### src/rtl/sci_master_seq_if.sv
// SCI sequencer bus bundle: host command/response handshake plus the SCI bus pins.
// Handshake: a command transfers on a clk edge where cmd_valid && cmd_ready; rsp_valid is a one-cycle pulse with no back-pressure.
interface sci_master_seq_if #(
    parameter int ADDR_W = 18,
    parameter int DATA_W = 8
);
    logic              cmd_valid;
    logic              cmd_ready;
    logic              cmd_we;
    logic [ADDR_W-1:0] cmd_addr;
    logic [DATA_W-1:0] cmd_wdata;
    logic              rsp_valid;
    logic [DATA_W-1:0] rsp_rdata;
    logic [ADDR_W-1:0] sciaddr;
    logic [DATA_W-1:0] sciwdata;
    logic              sciwstn;
    logic              scird;
    logic [DATA_W-1:0] scirmxdata;

    modport master (
        input  cmd_valid, cmd_we, cmd_addr, cmd_wdata, scirmxdata,
        output cmd_ready, rsp_valid, rsp_rdata, sciaddr, sciwdata, sciwstn, scird
    );

    modport slave (
        output cmd_valid, cmd_we, cmd_addr, cmd_wdata, scirmxdata,
        input  cmd_ready, rsp_valid, rsp_rdata, sciaddr, sciwdata, sciwstn, scird
    );
endinterface

### src/rtl/sci_master_seq.sv
// Host-side SCI bus master: one command at a time, sequenced through setup, strobe,
// hold and a one-cycle response, with all SCI pins driven from registers.
module sci_master_seq #(
    parameter int ADDR_W    = 18,
    parameter int DATA_W    = 8,
    parameter int SETUP_CYC = 1,
    parameter int WSTB_CYC  = 2,
    parameter int RSTB_CYC  = 3,
    parameter int HOLD_CYC  = 1
) (
    input  logic              clk,
    input  logic              rst,
    sci_master_seq_if.master  bus,
    output logic [2:0]        o_state
);
    localparam logic [2:0] S_IDLE   = 3'd0;
    localparam logic [2:0] S_SETUP  = 3'd1;
    localparam logic [2:0] S_STROBE = 3'd2;
    localparam logic [2:0] S_HOLD   = 3'd3;
    localparam logic [2:0] S_RESP   = 3'd4;

    localparam logic [3:0] SETUP_LD = 4'(SETUP_CYC - 1);
    localparam logic [3:0] WSTB_LD  = 4'(WSTB_CYC - 1);
    localparam logic [3:0] RSTB_LD  = 4'(RSTB_CYC - 1);
    localparam logic [3:0] HOLD_LD  = 4'(HOLD_CYC - 1);

    if (SETUP_CYC < 1 || SETUP_CYC > 15) begin : g_bad_setup
        $error("sci_master_seq: SETUP_CYC must be in 1..15");
    end
    if (WSTB_CYC < 1 || WSTB_CYC > 15) begin : g_bad_wstb
        $error("sci_master_seq: WSTB_CYC must be in 1..15");
    end
    if (RSTB_CYC < 1 || RSTB_CYC > 15) begin : g_bad_rstb
        $error("sci_master_seq: RSTB_CYC must be in 1..15");
    end
    if (HOLD_CYC < 1 || HOLD_CYC > 15) begin : g_bad_hold
        $error("sci_master_seq: HOLD_CYC must be in 1..15");
    end

    logic [2:0]        r_state;
    logic [3:0]        r_cnt;
    logic              r_we;
    logic              r_wstn;
    logic              r_rd;
    logic              r_rsp_valid;
    logic [DATA_W-1:0] r_rdata;
    logic [ADDR_W-1:0] r_addr;
    logic [DATA_W-1:0] r_wdata;
    logic              w_ready;
    logic              w_accept;
    logic              w_cnt_done;

    // Ready is masked by rst so a command offered during reset is never taken.
    assign w_ready    = (r_state == S_IDLE) && !rst;
    assign w_accept   = bus.cmd_valid && w_ready;
    assign w_cnt_done = (r_cnt == 4'd0);

    always_ff @(posedge clk) begin
        if (rst) begin
            r_state     <= S_IDLE;
            r_cnt       <= 4'd0;
            r_we        <= 1'b0;
            r_wstn      <= 1'b1;
            r_rd        <= 1'b0;
            r_rsp_valid <= 1'b0;
            r_rdata     <= '0;
            r_addr      <= '0;
            r_wdata     <= '0;
        end else begin
            case (r_state)
                S_IDLE: begin
                    if (w_accept) begin
                        r_addr  <= bus.cmd_addr;
                        if (bus.cmd_we) r_wdata <= bus.cmd_wdata;
                        r_we    <= bus.cmd_we;
                        r_cnt   <= SETUP_LD;
                        r_state <= S_SETUP;
                    end
                end
                S_SETUP: begin
                    if (w_cnt_done) begin
                        r_state <= S_STROBE;
                        if (r_we) begin
                            r_cnt  <= WSTB_LD;
                            r_wstn <= 1'b0;
                        end else begin
                            r_cnt <= RSTB_LD;
                            r_rd  <= 1'b1;
                        end
                    end else begin
                        r_cnt <= r_cnt - 4'd1;
                    end
                end
                S_STROBE: begin
                    if (w_cnt_done) begin
                        r_state <= S_HOLD;
                        r_cnt   <= HOLD_LD;
                        r_wstn  <= 1'b1;
                        r_rd    <= 1'b0;
                        // Read data is captured on the edge that closes the strobe.
                        if (!r_we) r_rdata <= bus.scirmxdata;
                    end else begin
                        r_cnt <= r_cnt - 4'd1;
                    end
                end
                S_HOLD: begin
                    if (w_cnt_done) begin
                        r_state     <= S_RESP;
                        r_rsp_valid <= 1'b1;
                    end else begin
                        r_cnt <= r_cnt - 4'd1;
                    end
                end
                S_RESP: begin
                    r_rsp_valid <= 1'b0;
                    r_state     <= S_IDLE;
                end
                default: begin
                    r_state     <= S_IDLE;
                    r_wstn      <= 1'b1;
                    r_rd        <= 1'b0;
                    r_rsp_valid <= 1'b0;
                end
            endcase
        end
    end

    assign bus.cmd_ready = w_ready;
    assign bus.rsp_valid = r_rsp_valid;
    assign bus.rsp_rdata = r_rdata;
    assign bus.sciaddr   = r_addr;
    assign bus.sciwdata  = r_wdata;
    assign bus.sciwstn   = r_wstn;
    assign bus.scird     = r_rd;
    assign o_state       = r_state;
endmodule

### src/flat_wrapper.sv
// flat-port wrapper written by rule: the top's interface ports become plain ports
module sci_master_seq_flat 
#(
    parameter int ADDR_W    = 18,
    parameter int DATA_W    = 8,
    parameter int SETUP_CYC = 1,
    parameter int WSTB_CYC  = 2,
    parameter int RSTB_CYC  = 3,
    parameter int HOLD_CYC  = 1
)
  (clk, rst, o_state, bus_cmd_valid, bus_cmd_we, bus_cmd_addr, bus_cmd_wdata, bus_scirmxdata, bus_cmd_ready, bus_rsp_valid, bus_rsp_rdata, bus_sciaddr, bus_sciwdata, bus_sciwstn, bus_scird);
  sci_master_seq_if #(.ADDR_W(ADDR_W), .DATA_W(DATA_W)) bus_i ();
  input  logic clk;
  input  logic rst;
  output logic [2:0] o_state;
  input wire logic [$bits(bus_i.cmd_valid)-1:0] bus_cmd_valid;
  input wire logic [$bits(bus_i.cmd_we)-1:0] bus_cmd_we;
  input wire logic [$bits(bus_i.cmd_addr)-1:0] bus_cmd_addr;
  input wire logic [$bits(bus_i.cmd_wdata)-1:0] bus_cmd_wdata;
  input wire logic [$bits(bus_i.scirmxdata)-1:0] bus_scirmxdata;
  output wire logic [$bits(bus_i.cmd_ready)-1:0] bus_cmd_ready;
  output wire logic [$bits(bus_i.rsp_valid)-1:0] bus_rsp_valid;
  output wire logic [$bits(bus_i.rsp_rdata)-1:0] bus_rsp_rdata;
  output wire logic [$bits(bus_i.sciaddr)-1:0] bus_sciaddr;
  output wire logic [$bits(bus_i.sciwdata)-1:0] bus_sciwdata;
  output wire logic [$bits(bus_i.sciwstn)-1:0] bus_sciwstn;
  output wire logic [$bits(bus_i.scird)-1:0] bus_scird;
  assign bus_i.cmd_valid = bus_cmd_valid;
  assign bus_i.cmd_we = bus_cmd_we;
  assign bus_i.cmd_addr = bus_cmd_addr;
  assign bus_i.cmd_wdata = bus_cmd_wdata;
  assign bus_i.scirmxdata = bus_scirmxdata;
  assign bus_cmd_ready = bus_i.cmd_ready;
  assign bus_rsp_valid = bus_i.rsp_valid;
  assign bus_rsp_rdata = bus_i.rsp_rdata;
  assign bus_sciaddr = bus_i.sciaddr;
  assign bus_sciwdata = bus_i.sciwdata;
  assign bus_sciwstn = bus_i.sciwstn;
  assign bus_scird = bus_i.scird;
  sci_master_seq #(.ADDR_W(ADDR_W), .DATA_W(DATA_W), .SETUP_CYC(SETUP_CYC), .WSTB_CYC(WSTB_CYC), .RSTB_CYC(RSTB_CYC), .HOLD_CYC(HOLD_CYC)) u_core (.clk(clk), .rst(rst), .bus(bus_i), .o_state(o_state));
endmodule
### config.mk
export PLATFORM = sky130hd
export DESIGN_NAME = sci_master_seq_flat
export DESIGN_NICKNAME = d
export VERILOG_FILES = /design/src/rtl/sci_master_seq_if.sv /design/src/rtl/sci_master_seq.sv /design/src/flat_wrapper.sv
export SDC_FILE = /design/constraint.sdc
export NUM_CORES = 1
export LEC_CHECK = 0
export ABC_AREA = 1
export CORE_ASPECT_RATIO = 1.1
export CORE_UTILIZATION = 30
export CTS_CLUSTER_SIZE = 12
export DETAILED_ROUTE_END_ITERATION = 16
export HOLD_SLACK_MARGIN = 0.05
export PLACE_DENSITY = 0.59
export SLEW_MARGIN = 20
export SYNTH_ARGS = -nofsm -noshare
export SYNTH_HDL_FRONTEND = slang
export SYNTH_SLANG_ARGS = --single-unit
### constraint.sdc
create_clock -name clk -period 2.2 [get_ports clk]
set_clock_uncertainty 0.15 [all_clocks]
set_input_delay 0.44 -clock clk [delete_from_list [all_inputs] [get_ports clk]]
set_output_delay 0.44 -clock clk [all_outputs]
set_load 0.03 [all_outputs]
After elaboration in Yosys (flattened, before gate mapping)
Index checks and enable logic that the tools add are counted.
{"block": "totals", "regBits": 45, "word_cells": 60}
{"block": "classes", "add_sub_neg": 1, "eq_ne": 11, "n_mux": 20, "bitwise_logic": 3, "reduce_logical": 16}
{"cell": "$mux W4", "n": 4}
{"cell": "$pmux W4 S4", "n": 1}
{"cell": "$mux W3", "n": 4}
{"cell": "$pmux W3 S4", "n": 1}
{"cell": "$reduce_and A4 Y1", "n": 3}
{"cell": "$ne A2 B1 Y1 const B", "n": 5}
{"cell": "$reduce_and A3 Y1", "n": 3}
{"cell": "$eq A3 B2 Y1 const B", "n": 2}
{"cell": "$mux W1", "n": 6}
{"cell": "$pmux W1 S3", "n": 2}
{"cell": "$reduce_or A3 Y1", "n": 2}
{"cell": "$logic_not A4 Y1", "n": 1}
{"cell": "$ne A2 B2 Y1 const B", "n": 2}
{"cell": "$reduce_and A2 Y1", "n": 2}
{"cell": "$reduce_bool A4 Y1", "n": 1}
{"cell": "$sub A4 B1 Y4 const B", "n": 1}
{"cell": "$eq A3 B1 Y1 const B", "n": 1}
{"cell": "$eq A3 B3 Y1 const B", "n": 1}
{"cell": "$logic_not A3 Y1", "n": 1}
{"cell": "$not A1 Y1", "n": 3}
{"cell": "$logic_and A1 B1 Y1", "n": 2}
{"cell": "$mux W2", "n": 1}
{"cell": "$pmux W1 S2", "n": 1}
{"cell": "$logic_not A1 Y1", "n": 1}

Longest topological paths before layout
Gate-level depths: netlist of the first run.
{"block": "logic_depth", "word_depth": 5, "mapped_depth": 9, "mapped_depth_nobuf": 9}

Worst setup path before layout of the first run
No wires, ideal clock.
{"block": "synth_path", "kind": "register to output", "from": "reg u_core.r_state[1], in the netlist u_core.o_state[1]", "to": "out bus_cmd_ready", "arrival_ps": 1110, "required_ps": 1610, "setup_slack_ps": 500, "stages_incl_launch_ff": 4, "path_cell_list": "dfxtp_1 > nor2_2 > nand2_2 > nor2_1"}
{"block": "synth_between", "elab_chain_len": 2}
{"item": "start, declared", "line_no": "sci_master_seq.sv:40", "text": "logic [2:0] r_state;"}
{"item": "start signal, assigned", "line_no": "sci_master_seq.sv:60", "text": "r_state <= S_IDLE;"}
{"item": "start signal, assigned", "line_no": "sci_master_seq.sv:77", "text": "r_state <= S_SETUP;"}
{"item": "start signal, assigned", "line_no": "sci_master_seq.sv:82", "text": "r_state <= S_STROBE;"}
{"item": "$logic_not A3 Y1", "line_no": "sci_master_seq.sv:54", "text": "assign w_ready = (r_state == S_IDLE) && !rst;"}
{"item": "$logic_and A1 B1 Y1", "line_no": "sci_master_seq.sv:54"}
{"item": "end, declared", "line_no": "flat_wrapper.sv:21", "text": "output wire logic [$bits(bus_i.cmd_ready)-1:0] bus_cmd_ready;"}
Every way passes these cells.

Final worst setup path of the first run
{"block": "layout_path", "from": "reg u_core.r_state[2], in the netlist u_core.o_state[2]", "to": "out o_state[2]"}
{"item": "end, declared", "line_no": "flat_wrapper.sv:15", "text": "output logic [2:0] o_state;"}
No word-level cell between the ends.

==> results.tsv, run 1 <==
metric	value	unit
DR top layer	met4	
Die Height	84.5	um
global-route wire length before repair	7920	um
power density over cell area	1240	nW/um^2
Sw Pwr	1.46	mW
clk buf depth	2	
Final Power	3.53	mW
worst min-delay path class	flop to flop	
syn_area_per_cell	7.20	um^2
Slew Viols, Final	0	
post-synth cell types	25	
wire per inst	10.8	um
CP max stage delay	0.71	ns
metal2 WL	2050	um
GRT Total Usage	15.2	%
combinational power share	49.3	%
Lkg Pwr	1.15	nW
worst-path cell chain	clkdlybuf4s50_1	
Highest Clock Rate	492	MHz
Non-Filler Instances	417	
hpwl dp	3200	um
status	complete, no violations	
CTS Buf Count	5	
commonest cells after routing, fill and taps aside	clkdlybuf4s50_1, nand2_1, nor2_1	
crit path launch type	flop	
total die area	6510	um^2
Die Width	77.0	um
crit share post-route	92.4	%
sequential share of power	32.3	%
I/O pin total	79	
Yosys reg bits	45	
Data arrival, critical path	1.44	ns
Period minus WS final	2.03	ns
clock root buffer	clkbuf_8	
Rel. slew slack	74.5	%
worst skew pair latency	0.29	ns
Crit Path Category	flop to output pin	
utilization after layout	48.3	%
Buffers & Inverters on Critical Path	1	
Post-Syn Area	1860	um^2
highest fanout seen on the critical path	6	
Inst Count DP	409	
share of layout cells above drive strength 1	6.18	%
GPL Wtd Cong	0.856	
met3 WL	306	um
# resized after CTS	0	
via count	1824	
Sw Share	41.3	%
CTS sink cnt	45	
pin count of the biggest net entering global routing	40	
RSZ-0062 raised after global routing	no	
vias in the first global route	1760	
final number of setup-violating endpoints	0	
max-cap violations	0	
slowest CP cell	clkdlybuf4s50_1	
CP delay by family, top	buffers and inverters	
initial core utilization	31.6	%
CTS tree	built	
Final Hold Vio Count	0	
final WL	4500	um
post-synthesis sequential area ratio	48.5	%
initial antenna violation count	0	
depth of the CTS H-tree	2	
Critical Path RT	1.61	ns
1st-pass router iterations	4	
I/O Buffers	78	
vias per cell	4.37	
CORE AREA	5880	um^2
synthesis-to-layout area growth	52.8	%
post-CTS setup repair buffer count	0	
Final Net Count	379	
Worst-path clk slew	0.09	ns
commonest non-fill, non-tap cell in the layout	clkdlybuf4s50_1	
Congestion Overflow GR	0	
ANT nets after route	0	
clock share of power	18.4	%
WL met1	2090	um
number of diodes	0	
post-cts hold buffer count	0	
gate count after technology mapping	258	
setup tns final	0	ns
Synth Warn #	0	
peak supply drop	0.000556	V
syn nets	298	
Worst Tran Pin Value	0.382	ns
DRC Markers	0	
Site Rows	29	
P_int	2.07	mW
Setup crit end kind	output pin	
Initial DRC Count	99	
-- worst register-to-register path, stage by stage (launching register included) --
cell,delay [ns]
dfxtp_1,0.33
inv_1,0.12
ha_1,0.27
nand3_1,0.18
nor2_4,0.22
inv_1,0.17
nor2_1,0.14
nor2_1,0.06
-- cells in the mapped netlist (all sizes together) --
master | number | area [um^2]
nand4 | 1 | 6.26
clkbuf | 2 | 8.75
o211ai | 1 | 7.51
a21oi | 6 | 30.0
nand3 | 11 | 55.1
nor2 | 52 | 208
nand2 | 72 | 275
xnor2 | 1 | 8.76
inv | 18 | 67.6
o21ai | 37 | 185
dfxtp | 45 | 901
ha | 2 | 25.0
buf | 7 | 51.3
nand3b | 1 | 7.51
nor3 | 2 | 21.3
-- power by group through the flow --
| stage | clock network (mW) | logic [mW] | registers (mW) |
|---|---|---|---|
| 6_report | 0.651 | 1.74 | 1.14 |
| 5_1_grt | 0.719 | 1.93 | 1.17 |
| 4_1_cts | 0.682 | 1.75 | 1.14 |
| 3_5_place_dp | 0 | 1.74 | 1.16 |
| 3_3_place_gp | 0 | 1.74 | 1.15 |
| 2_1_floorplan | 0 | 0.794 | 1.49 |
-- through the flow --
stage / instance area, um^2 / setup WS, ns / hold slack (ns)
2_1_floorplan: 1860 / 0.500 / 0.294
3_3_place_gp: 2720 / 0.230 / 0.289
3_5_place_dp: 2720 / 0.217 / 0.289
4_1_cts: 2840 / 0.148 / 0.302
5_1_grt: 2840 / 0.0802 / 0.322
6_report: 2840 / 0.167 / 0.299
-- flip-flops by register name, indices dropped and copies added, names as in the netlist --
register / cells
u_core.bus.rsp_rdata: 8
u_core.r_cnt: 4
u_core.bus.rsp_valid: 1
u_core.bus.sciwstn: 1
u_core.bus.scird: 1
u_core.r_we: 1
u_core.bus.sciaddr: 18
u_core.bus.sciwdata: 8
u_core.o_state: 3
-- metal layers --
| metal | vias to the layer above | GRT usage, % |
|---|---|---|
| met4 | 0 | 5.15 |
| met3 | 4 | 5.00 |
| met1 | 780 | 18.2 |
| met5 | - | 0 |
| li1 | 979 | - |
| met2 | 61 | 25.4 |
-- cells by family (layout without fill, tap and decap cells) --
logic type	after synthesis	in the layout	synth area share (%)
flip-flops	45	45	48.5
AO/OA/AOI/OAI	44	44	12.0
XOR/XNOR	1	1	0.471
adder cells (fa/ha/maj)	2	2	1.35
buffers and inverters	27	109	6.87
AND/OR/NAND/NOR	139	139	30.8
-- layout make-up --
cell class	instances	area, um^2
Clock buffer	7	86.3
Fill cell	594	3040
Clock inverter	1	30.0
Tap cell	77	96.3
Sequential cell	45	901
Multi-Input combinational cell	186	830
Inverter	18	67.6
Timing Repair Buffer	83	828
-- final timing paths --
check                                          start                 endpoint  slack (ns)  depth (start not counted)
worst min-delay path            u_core.bus.rsp_valid     u_core.bus.rsp_valid        0.30                          2
worst max-delay path               u_core.o_state[2]               o_state[2]        0.17                          1
worst max register to register       u_core.r_cnt[0]  u_core.bus.rsp_rdata[6]        0.46                          7
worst min register to register  u_core.bus.rsp_valid     u_core.bus.rsp_valid        0.30                          2
Power figures use the tool's default switching activity.
==> run 2: changes to the inputs <==
--- a/config.mk
+++ b/config.mk
@@ -8,6 +8,7 @@
 export ABC_AREA = 1
 export CORE_ASPECT_RATIO = 1.1
 export CORE_UTILIZATION = 30
+export CTS_CLUSTER_DIAMETER = 30
 export CTS_CLUSTER_SIZE = 12
 export DETAILED_ROUTE_END_ITERATION = 16
 export HOLD_SLACK_MARGIN = 0.05
==> results of run 2 <==
Final layout, timing and power as in run 1 (identical DEF).
